<file path="config.mk">
export PLATFORM = sky130hd
export DESIGN_NAME = spi_xfer_seq
export DESIGN_NICKNAME = d
export VERILOG_FILES = /design/src/rtl/spi_seq_pkg.sv /design/src/rtl/spi_sclk_gen.sv /design/src/rtl/spi_xfer_seq.sv
export SDC_FILE = /design/constraint.sdc
export NUM_CORES = 1
export LEC_CHECK = 0
export BUFFER_PORTS_ARGS = -buffer_cell sky130_fd_sc_hd__buf_2
export CAP_MARGIN = 5
export CELL_PAD_IN_SITES_DETAIL_PLACEMENT = 0
export CELL_PAD_IN_SITES_GLOBAL_PLACEMENT = 1
export CORE_AREA = 2 2 101 83
export CTS_BUF_LIST = sky130_fd_sc_hd__clkbuf_4 sky130_fd_sc_hd__clkbuf_8
export DETAILED_ROUTE_END_ITERATION = 10
export DIE_AREA = 0 0 103 85
export MAX_ROUTING_LAYER = met4
export PLACE_DENSITY_LB_ADDON = 0.1
export RECOVER_POWER = 50
export SYNTH_ARGS = -nofsm -noshare
export SYNTH_HDL_FRONTEND = slang
export SYNTH_HIERARCHICAL = 1
export SYNTH_SLANG_ARGS = --single-unit
</file>
<file path="constraint.sdc">
create_clock -name i_clk -period 3.5 [get_ports i_clk]
set_input_delay 0.35 -clock i_clk [delete_from_list [all_inputs] [get_ports i_clk]]
set_output_delay 0.35 -clock i_clk [all_outputs]
set_load 0.005 [all_outputs]
</file>
<file path="src/rtl/spi_seq_pkg.sv">
// spi_seq_pkg: shared state encodings and sizing helpers for the SPI frame sequencer
//   ST_IDLE..ST_GAP : 3-bit FSM encodings
//   len_dec         : frame-length decode, 0 selects the maximum length
//   edge_w          : width of a counter holding 0..2*max_w
package spi_seq_pkg;

    typedef enum logic [2:0] {
        ST_IDLE = 3'd0,
        ST_LOAD = 3'd1,
        ST_XFER = 3'd2,
        ST_HOLD = 3'd3,
        ST_GAP  = 3'd4
    } state_t;

    function automatic int len_dec(input int len, input int max_w);
        return (len == 0) ? max_w : len;
    endfunction

    function automatic int edge_w(input int max_w);
        return $clog2(2 * max_w + 1);
    endfunction

endpackage

</file>
<file path="src/rtl/spi_sclk_gen.sv">
// spi_sclk_gen: SCLK half-period divider and edge generator
//   i_clk, i_rst  : clock, synchronous active-high reset
//   i_en          : run the divider (XFER); when low SCLK follows i_cpol
//   i_div         : D, half-period is D+1 clocks
//   i_cpol        : idle level of SCLK
//   o_tick        : an SCLK edge happens on this clock edge
//   o_is_leading  : the pending edge moves SCLK away from its idle level
//   o_sclk        : registered SPI clock
module spi_sclk_gen #(
    parameter int DIV_W = 8
) (
    input  logic             i_clk,
    input  logic             i_rst,
    input  logic             i_en,
    input  logic [DIV_W-1:0] i_div,
    input  logic             i_cpol,
    output logic             o_tick,
    output logic             o_is_leading,
    output logic             o_sclk
);

    logic [DIV_W-1:0] cnt_q, cnt_d;
    logic             sclk_q, sclk_d;

    always_comb begin
        o_tick = i_en && (cnt_q == i_div);
        cnt_d  = (i_en && !o_tick) ? cnt_q + 1'b1 : '0;
        sclk_d = !i_en ? i_cpol : (o_tick ? !sclk_q : sclk_q);
    end

    always_ff @(posedge i_clk) begin
        if (i_rst) begin
            cnt_q  <= '0;
            sclk_q <= 1'b0;
        end else begin
            cnt_q  <= cnt_d;
            sclk_q <= sclk_d;
        end
    end

    assign o_is_leading = (sclk_q == i_cpol);
    assign o_sclk       = sclk_q;

endmodule

</file>
<file path="src/rtl/spi_xfer_seq.sv">
// spi_xfer_seq: SPI frame sequencer with SCLK generation, CS timing and inter-frame gap
//   i_clk, i_rst              : clock, synchronous active-high reset
//   i_en, i_tx_empty, i_rx_full : start qualification from controller and FIFOs
//   i_cont                    : keep CS low across back-to-back frames
//   i_cpol, i_cpha            : SPI mode
//   i_frame_len, i_clk_div    : L (0 = MAX_W) and D (half-period D+1)
//   i_cs_hold, i_gap          : H CS-low cycles after last edge, G min CS-high cycles
//   o_tx_rd, o_tx_load, o_frame_init : LOAD-cycle datapath strobes
//   o_shift_en, o_sample_en, o_frame_done : registered strobes aligned to SCLK edges
//   o_sclk, o_cs_n            : SPI pins
//   o_state, o_busy           : FSM state and non-idle flag
module spi_xfer_seq
    import spi_seq_pkg::*;
#(
    parameter int MAX_W = 32,
    parameter int DIV_W = 8,
    parameter int GAP_W = 4
) (
    input  logic                       i_clk,
    input  logic                       i_rst,
    input  logic                       i_en,
    input  logic                       i_tx_empty,
    input  logic                       i_rx_full,
    input  logic                       i_cont,
    input  logic                       i_cpol,
    input  logic                       i_cpha,
    input  logic [$clog2(MAX_W+1)-1:0] i_frame_len,
    input  logic [DIV_W-1:0]           i_clk_div,
    input  logic [GAP_W-1:0]           i_cs_hold,
    input  logic [GAP_W-1:0]           i_gap,
    output logic                       o_tx_rd,
    output logic                       o_tx_load,
    output logic                       o_frame_init,
    output logic                       o_shift_en,
    output logic                       o_sample_en,
    output logic                       o_frame_done,
    output logic                       o_sclk,
    output logic                       o_cs_n,
    output logic [2:0]                 o_state,
    output logic                       o_busy
);

    localparam int LW = $clog2(MAX_W + 1);
    localparam int EW = edge_w(MAX_W);

    state_t           state_q, state_d;
    logic [LW-1:0]    len_q, len_d;
    logic [DIV_W-1:0] div_q, div_d;
    logic [EW-1:0]    edge_q, edge_d;
    logic [GAP_W-1:0] cnt_q, cnt_d, gap_len;
    logic             cpha_q, cpha_d, cpol_q, cpol_d, cs_n_q, cs_n_d;
    logic             shift_q, shift_d, sample_q, sample_d, done_q, done_d;
    logic             tick, lead, last, reload;

    // Outside IDLE the generator holds SCLK at the level latched in IDLE.
    spi_sclk_gen #(.DIV_W(DIV_W)) u_sclk (
        .i_clk        (i_clk),
        .i_rst        (i_rst),
        .i_en         (state_q == ST_XFER),
        .i_div        (div_q),
        .i_cpol       (state_q == ST_IDLE ? i_cpol : cpol_q),
        .o_tick       (tick),
        .o_is_leading (lead),
        .o_sclk       (o_sclk)
    );

    always_comb begin
        state_d  = state_q;
        len_d    = len_q;
        div_d    = div_q;
        edge_d   = edge_q;
        cnt_d    = cnt_q;
        cpha_d   = cpha_q;
        cpol_d   = cpol_q;
        cs_n_d   = cs_n_q;
        shift_d  = 1'b0;
        sample_d = 1'b0;
        done_d   = 1'b0;
        gap_len  = (i_gap == '0) ? GAP_W'(1) : i_gap;
        last     = (edge_q == EW'(2 * len_q - 1));
        reload   = i_cont && !i_tx_empty && !i_rx_full;
        case (state_q)
            ST_IDLE: begin
                cpol_d = i_cpol;
                if (i_en && !i_tx_empty && !i_rx_full) state_d = ST_LOAD;
            end
            ST_LOAD: begin
                len_d   = LW'(len_dec(int'(i_frame_len), MAX_W));
                div_d   = i_clk_div;
                cpha_d  = i_cpha;
                cs_n_d  = 1'b0;
                edge_d  = '0;
                state_d = ST_XFER;
            end
            ST_XFER: if (tick) begin
                edge_d   = edge_q + 1'b1;
                sample_d = cpha_q ? !lead : lead;
                // CPHA=1 drives bit 0 from LOAD, so the first leading edge does not shift.
                shift_d  = cpha_q ? (lead && edge_q >= EW'(2)) : (!lead && !last);
                done_d   = last;
                if (last) begin
                    state_d = reload ? ST_LOAD : (i_cs_hold != '0) ? ST_HOLD : ST_GAP;
                    cnt_d   = (i_cs_hold != '0) ? i_cs_hold : gap_len;
                    cs_n_d  = !reload && (i_cs_hold == '0);
                end
            end
            ST_HOLD: begin
                cnt_d = cnt_q - 1'b1;
                if (cnt_q == GAP_W'(1)) begin
                    state_d = ST_GAP;
                    cnt_d   = gap_len;
                    cs_n_d  = 1'b1;
                end
            end
            ST_GAP: begin
                cnt_d = cnt_q - 1'b1;
                if (cnt_q == GAP_W'(1)) state_d = ST_IDLE;
            end
            default: begin
                state_d = ST_IDLE;
                cs_n_d  = 1'b1;
            end
        endcase
    end

    always_ff @(posedge i_clk) begin
        if (i_rst) begin
            state_q  <= ST_IDLE;
            len_q    <= '0;
            div_q    <= '0;
            edge_q   <= '0;
            cnt_q    <= '0;
            cpha_q   <= 1'b0;
            cpol_q   <= 1'b0;
            cs_n_q   <= 1'b1;
            shift_q  <= 1'b0;
            sample_q <= 1'b0;
            done_q   <= 1'b0;
        end else begin
            state_q  <= state_d;
            len_q    <= len_d;
            div_q    <= div_d;
            edge_q   <= edge_d;
            cnt_q    <= cnt_d;
            cpha_q   <= cpha_d;
            cpol_q   <= cpol_d;
            cs_n_q   <= cs_n_d;
            shift_q  <= shift_d;
            sample_q <= sample_d;
            done_q   <= done_d;
        end
    end

    assign o_tx_rd      = (state_q == ST_LOAD);
    assign o_tx_load    = (state_q == ST_LOAD);
    assign o_frame_init = (state_q == ST_LOAD);
    assign o_shift_en   = shift_q;
    assign o_sample_en  = sample_q;
    assign o_frame_done = done_q;
    assign o_cs_n       = cs_n_q;
    assign o_state      = state_q;
    assign o_busy       = (state_q != ST_IDLE);

endmodule

</file>
# Yosys cells after proc, flatten, opt, wreduce, memory -nomap -nowiden
# Cells that the tools add are included.
# totals
elab_cells	92
input_bits	30
out_inout_bits	12
register_bits	43
# classes
magnitude_cmp	1
n_reduce_logical	31
addsub	4
eq_ne	13
mux	26
bitwise	4
# ops
op	n
2-to-1 mux 3 bit	7
2-to-1 mux 4 bit	5
case mux 3 bit (5 select lines)	1
case mux 7 bit (2 select lines)	1
case mux 4 bit (3 select lines)	1
logical AND 1 bit	9
adder 8 x 1 -> 8 bit (second input constant)	1
equality test 8 bit	1
zero test 4 bit	2
2-to-1 mux 1 bit	8
!= test 2 bit (second input constant)	4
adder 7 x 1 -> 7 bit (second input constant)	1
equality test 7 bit	1
greater-or-equal comparator 7 x 2 -> 1 bit (second input constant)	1
zero test 1 bit	7
2-to-1 mux 7 bit	1
subtractor 7 x 1 -> 7 bit (second input constant)	1
equality test 3 x 2 -> 1 bit (second input constant)	2
zero test 6 bit	1
2-to-1 mux 6 bit	1
nonzero test 3 bit	2
AND reduction 5 bit	1
equality test 4 x 1 -> 1 bit (second input constant)	1
NOT 1 bit	4
other kinds (14)	15

# Depth between registers and ports, before layout
# logic_depth
depth_word	8
ltp_mapped	12
mapped_depth_nobuf	10

# By module
# Netlist, hierarchy kept.
# by_module_without_submodules
mod	cells_each	area_per_inst_um2	n_inst	seq_area_each_um2
spi_xfer_seq	227	1828.0	1	680.7
spi_sclk_gen	51	450.4	1	180.2

# Worst setup path before layout
# No wires, ideal clock.
# synth_path
path_kind	register to register
start	register state_q[2] (netlist: o_state[2])
end	register state_q[2] (netlist: o_state[2])
period_less_slack_ns	2.218
stages_incl_launch_ff	11
n_path_buf	1
setup_slack_ns	1.282
setup_time_ns	0.071
t_arrival_ns	2.147
cell_sequence	dfxtp_1 -> clkbuf_1 -> nand2b_1 -> nor2_1 -> inv_1 -> nor3_1 -> nand4_1 -> nor4_4 -> nand2_2 -> a2111o_1 -> a21oi_1
# synth_via
elab_chain_len	4
# synth_lines
element	line	rtl
from (decl)	spi_xfer_seq.sv:46	state_t state_q, state_d;
from (signal assigned)	spi_xfer_seq.sv:140	state_q <= state_d;
equality test 3 x 2 -> 1 bit	spi_xfer_seq.sv:59	.i_en (state_q == ST_XFER),
logical AND 1 bit	spi_sclk_gen.sv:26	o_tick = i_en && (cnt_q == i_div);
via tick	spi_xfer_seq.sv:53	logic tick, lead, last, reload;
!= test 2 bit (no line)	n/a	
AND reduction 5 bit (no line)	n/a	
# The timed path passes the listed nets, and every way through them passes these cells.
# A chain may end at the register's enable or synchronous reset.

# Worst setup path after layout
# layout_path
start	register state_q[1] (netlist: o_state[1])
end	register edge_q[5]
# layout_via
elab_chain_len	4
# layout_lines
element	line	rtl
equality test 3 x 2 -> 1 bit	spi_xfer_seq.sv:59	
logical AND 1 bit	spi_sclk_gen.sv:26	
via tick	spi_xfer_seq.sv:53	
!= test 2 bit (no line)	n/a	
AND reduction 2 bit (no line)	n/a	
to (signal assigned)	spi_xfer_seq.sv:143	edge_q <= edge_d;
to (decl)	spi_xfer_seq.sv:49	logic [EW-1:0] edge_q, edge_d;
# The timed path passes the listed nets, and every way through them passes these cells.

==> out/summary.txt <==
outcome: finished clean
Post-CTS Hold Buffers: 0
worst relative slew slack: 34.00%
synthesized area: 2278 um^2
crit path kind: register to register
Commonest cells post-synth: dfxtp_1 (43), nand2_1 (38), a21oi_1 (25)
design area: 2684 um^2
Die Ht: 85 um
Startpoint Class: register
DRC Markers: 0
largest net degree at the start of global routing: 34
Final Max Slew Viols: 0
top cell type's share of synthesized area: 37.78%
cell with the most instances after synthesis: dfxtp_1
post-CTS resize count: 0
clock power share: 24.3%
Worst path max stage delay: 0.52 ns
worst slew pin tran: 0.9796 ns
sw frac: 37.19%
area of placed instances: 2580 um^2
later-pin clock latency in the skew report: 0.30 ns
final setup vio count: 0
CP max FO: 10
Post-synth EDFFs: 0
power density cells: 598.4 nW/um^2
grt total ovfl: 0
synthesis-to-finish area growth: 17.79%
Root Buffer: clkbuf_8
# rows: 29
peak supply drop: 0.1929 mV
minimum clock period: 2.612 ns
critical path endpoint category: register
Core Region: 7765 um^2
met2 WL: 2362 um
Post-Syn Instances: 278
iteration-0 DRC count of the detailed router: 69
Final Util: 34.56%
drt pass-1 iters: 4
arrival time at the worst endpoint: 2.83 ns
antenna violations before repair: 0
Yosys Warn Count: 6
Top FF cell, synth: dfxtp_1
routed vias: 2031
dpl hpwl: 4257 um
top achievable clock speed: 382.8 MHz
layout cells sized above 1: 17.41%
Comb power frac: 36.1%
first-pass GRT wire length: 9466 um
clock buffer depth: 2
clk slew on worst S/H paths: 0.09 ns
post-CTS setup buffers: 0
# clock sinks: 43
Worst EP required: 3.72 ns
H-tree depth: 2
flops & latches, synth: 43
max_cap viols: 0
unrepaired setup endpoints after global routing: false
Total Neg Setup Slack: 0 ns
Total GRT Usage: 14.38%
Leak Pwr: 1.011 nW
Final Cycle Share: 74.63%
post-synth net total: 314
FILL cells: 876
Most Frequent Cell on Critical Path: nor3_1
WL/cell: 13.99 um
number of distinct library cells after synthesis: 42
Fin. Hold Viols: 0
die area: 8755 um^2
nets: 352
asr flop ratio synth: 0%
post-synth top area cell: dfxtp_1
routed wire length: 5930 um
wl on met1: 3219 um
clock buffer count from CTS: 5
I/O Buffers: 41
Die X: 103 um
net load switching power: 0.5973 mW
Initial Util: 29.34%
met3 wire len: 304 um
Int Pwr: 1.009 mW
slowest CP cell: dfxtp_1
HP Class: input port to register
TritonCTS clock tree: done
drt via density: 4.790
crit-path cells: nand2b_1 -> nor2_1 -> inv_1 -> nor3_1 -> nand4bb_1 -> nand2_1 -> and4_1 -> nand3_1 -> xor2_1 -> nor3_1
power share of the sequential group: 39.7%
Synth area leaders: dfxtp_1 (38%), xnor2_1 (7.7%), nand2_1 (6.3%)
Top Layer Used: met4
vias in the first global route: 1880
# diodes: 0
Ports: 42
post-route ant nets: 0
Post-Syn Area per Cell: 8.196 um^2
sequential fraction of the synthesis area: 37.78%
final hold slack: 0.2823 ns
GPL Wtd Cong: 0.8256
Clock Skews: 0.006922 ns
==> cells by family after synthesis <==
group | after synthesis | synth area share [%]
adders and majority gates | 6 | 3.295
AOI/OAI and AO/OA | 57 | 15.92
muxes | 2 | 0.9884
buffers and inverters | 26 | 4.667
and+or+nand+nor | 115 | 26.19
DFF | 43 | 37.78
xor gates and xnor gates | 29 | 11.15
==> critical path: cells and delay by family (launching register included) <==
kind / cells / cell delay (ns)
xor gates and xnor gates: 1 / 0.16
DFF: 1 / 0.52
and+or+nand+nor: 8 / 1.77
buffers and inverters: 1 / 0.09
==> path summary, 6_finish.rpt <==
path | slack [ns] | endpoint | from | depth (start not counted)
setup / recovery | 0.89 | edge_q[5] | o_state[1] | 10
hold / removal | 0.28 | div_q[3] | i_clk_div[3] | 3
setup reg to reg | 0.89 | edge_q[5] | o_state[1] | 10
hold reg to reg | 0.48 | div_q[6] | div_q[6] | 2
==> layout make-up <==
type,instances,area [um^2],share of cell area (%)
multi-input combinational,209,1311,48.86
sequential,43,860.8,32.07
timing repair buffer,43,217.7,8.112
tap,108,135.1,5.035
clock buffer,5,68.82,2.564
inverter,14,52.55,1.958
clock inverter,2,37.54,1.399
==> power by group through the flow <==
stage               logic (mW)  registers, mW  clock network (mW)
finish                   0.579          0.637               0.390
global route             0.656          0.649               0.427
CTS                      0.587          0.637               0.405
detailed placement       0.584          0.649                   0
global placement         0.591          0.648                   0
floorplan                0.445          0.617                   0
==> per-stage QoR <==
stage	setup slack, ns	instances	power [mW]
after floorplan	1.282	278	1.063
after global placement	1.026	417	1.239
after detailed placement	0.9522	417	1.233
after CTS	0.9045	424	1.629
after global routing	0.5647	424	1.733
final	0.8878	424	1.606
==> cell usage in the layout (no fill, tap or decap), types with 5 or more instances in the layout <==
master,netlist,routed
nor2_1,19,19
a21oi_1,25,25
inv_1,14,14
buf_2,1,39
dfxtp_1,43,43
xor2_1,9,9
nand2_1,38,38
ha_1,6,6
o21ai_0,7,8
or3_1,5,5
nand4_1,5,5
clkbuf_8,0,5
nor3_1,16,16
nand3_1,6,6
xnor2_1,20,20
==> per-layer routing <==
layer / GRT usage [%] / vias to the layer above
li1: - / 1044
met1: 20.91 / 936
met2: 20.07 / 47
met3: 3.048 / 4
met4: 3.828 / 0
met5: - / -
==> state kept, by name, summed over array words and instances, names as in the netlist <==
signal	cells
cnt_q	4
div_q	8
u_sclk/o_sclk	1
o_sample_en	1
edge_q	7
len_q	6
o_shift_en	1
u_sclk/cnt_q	8
cpha_q	1
cpol_q	1
o_state	3
o_frame_done	1
o_cs_n	1
Power figures use the tool's default switching activity.
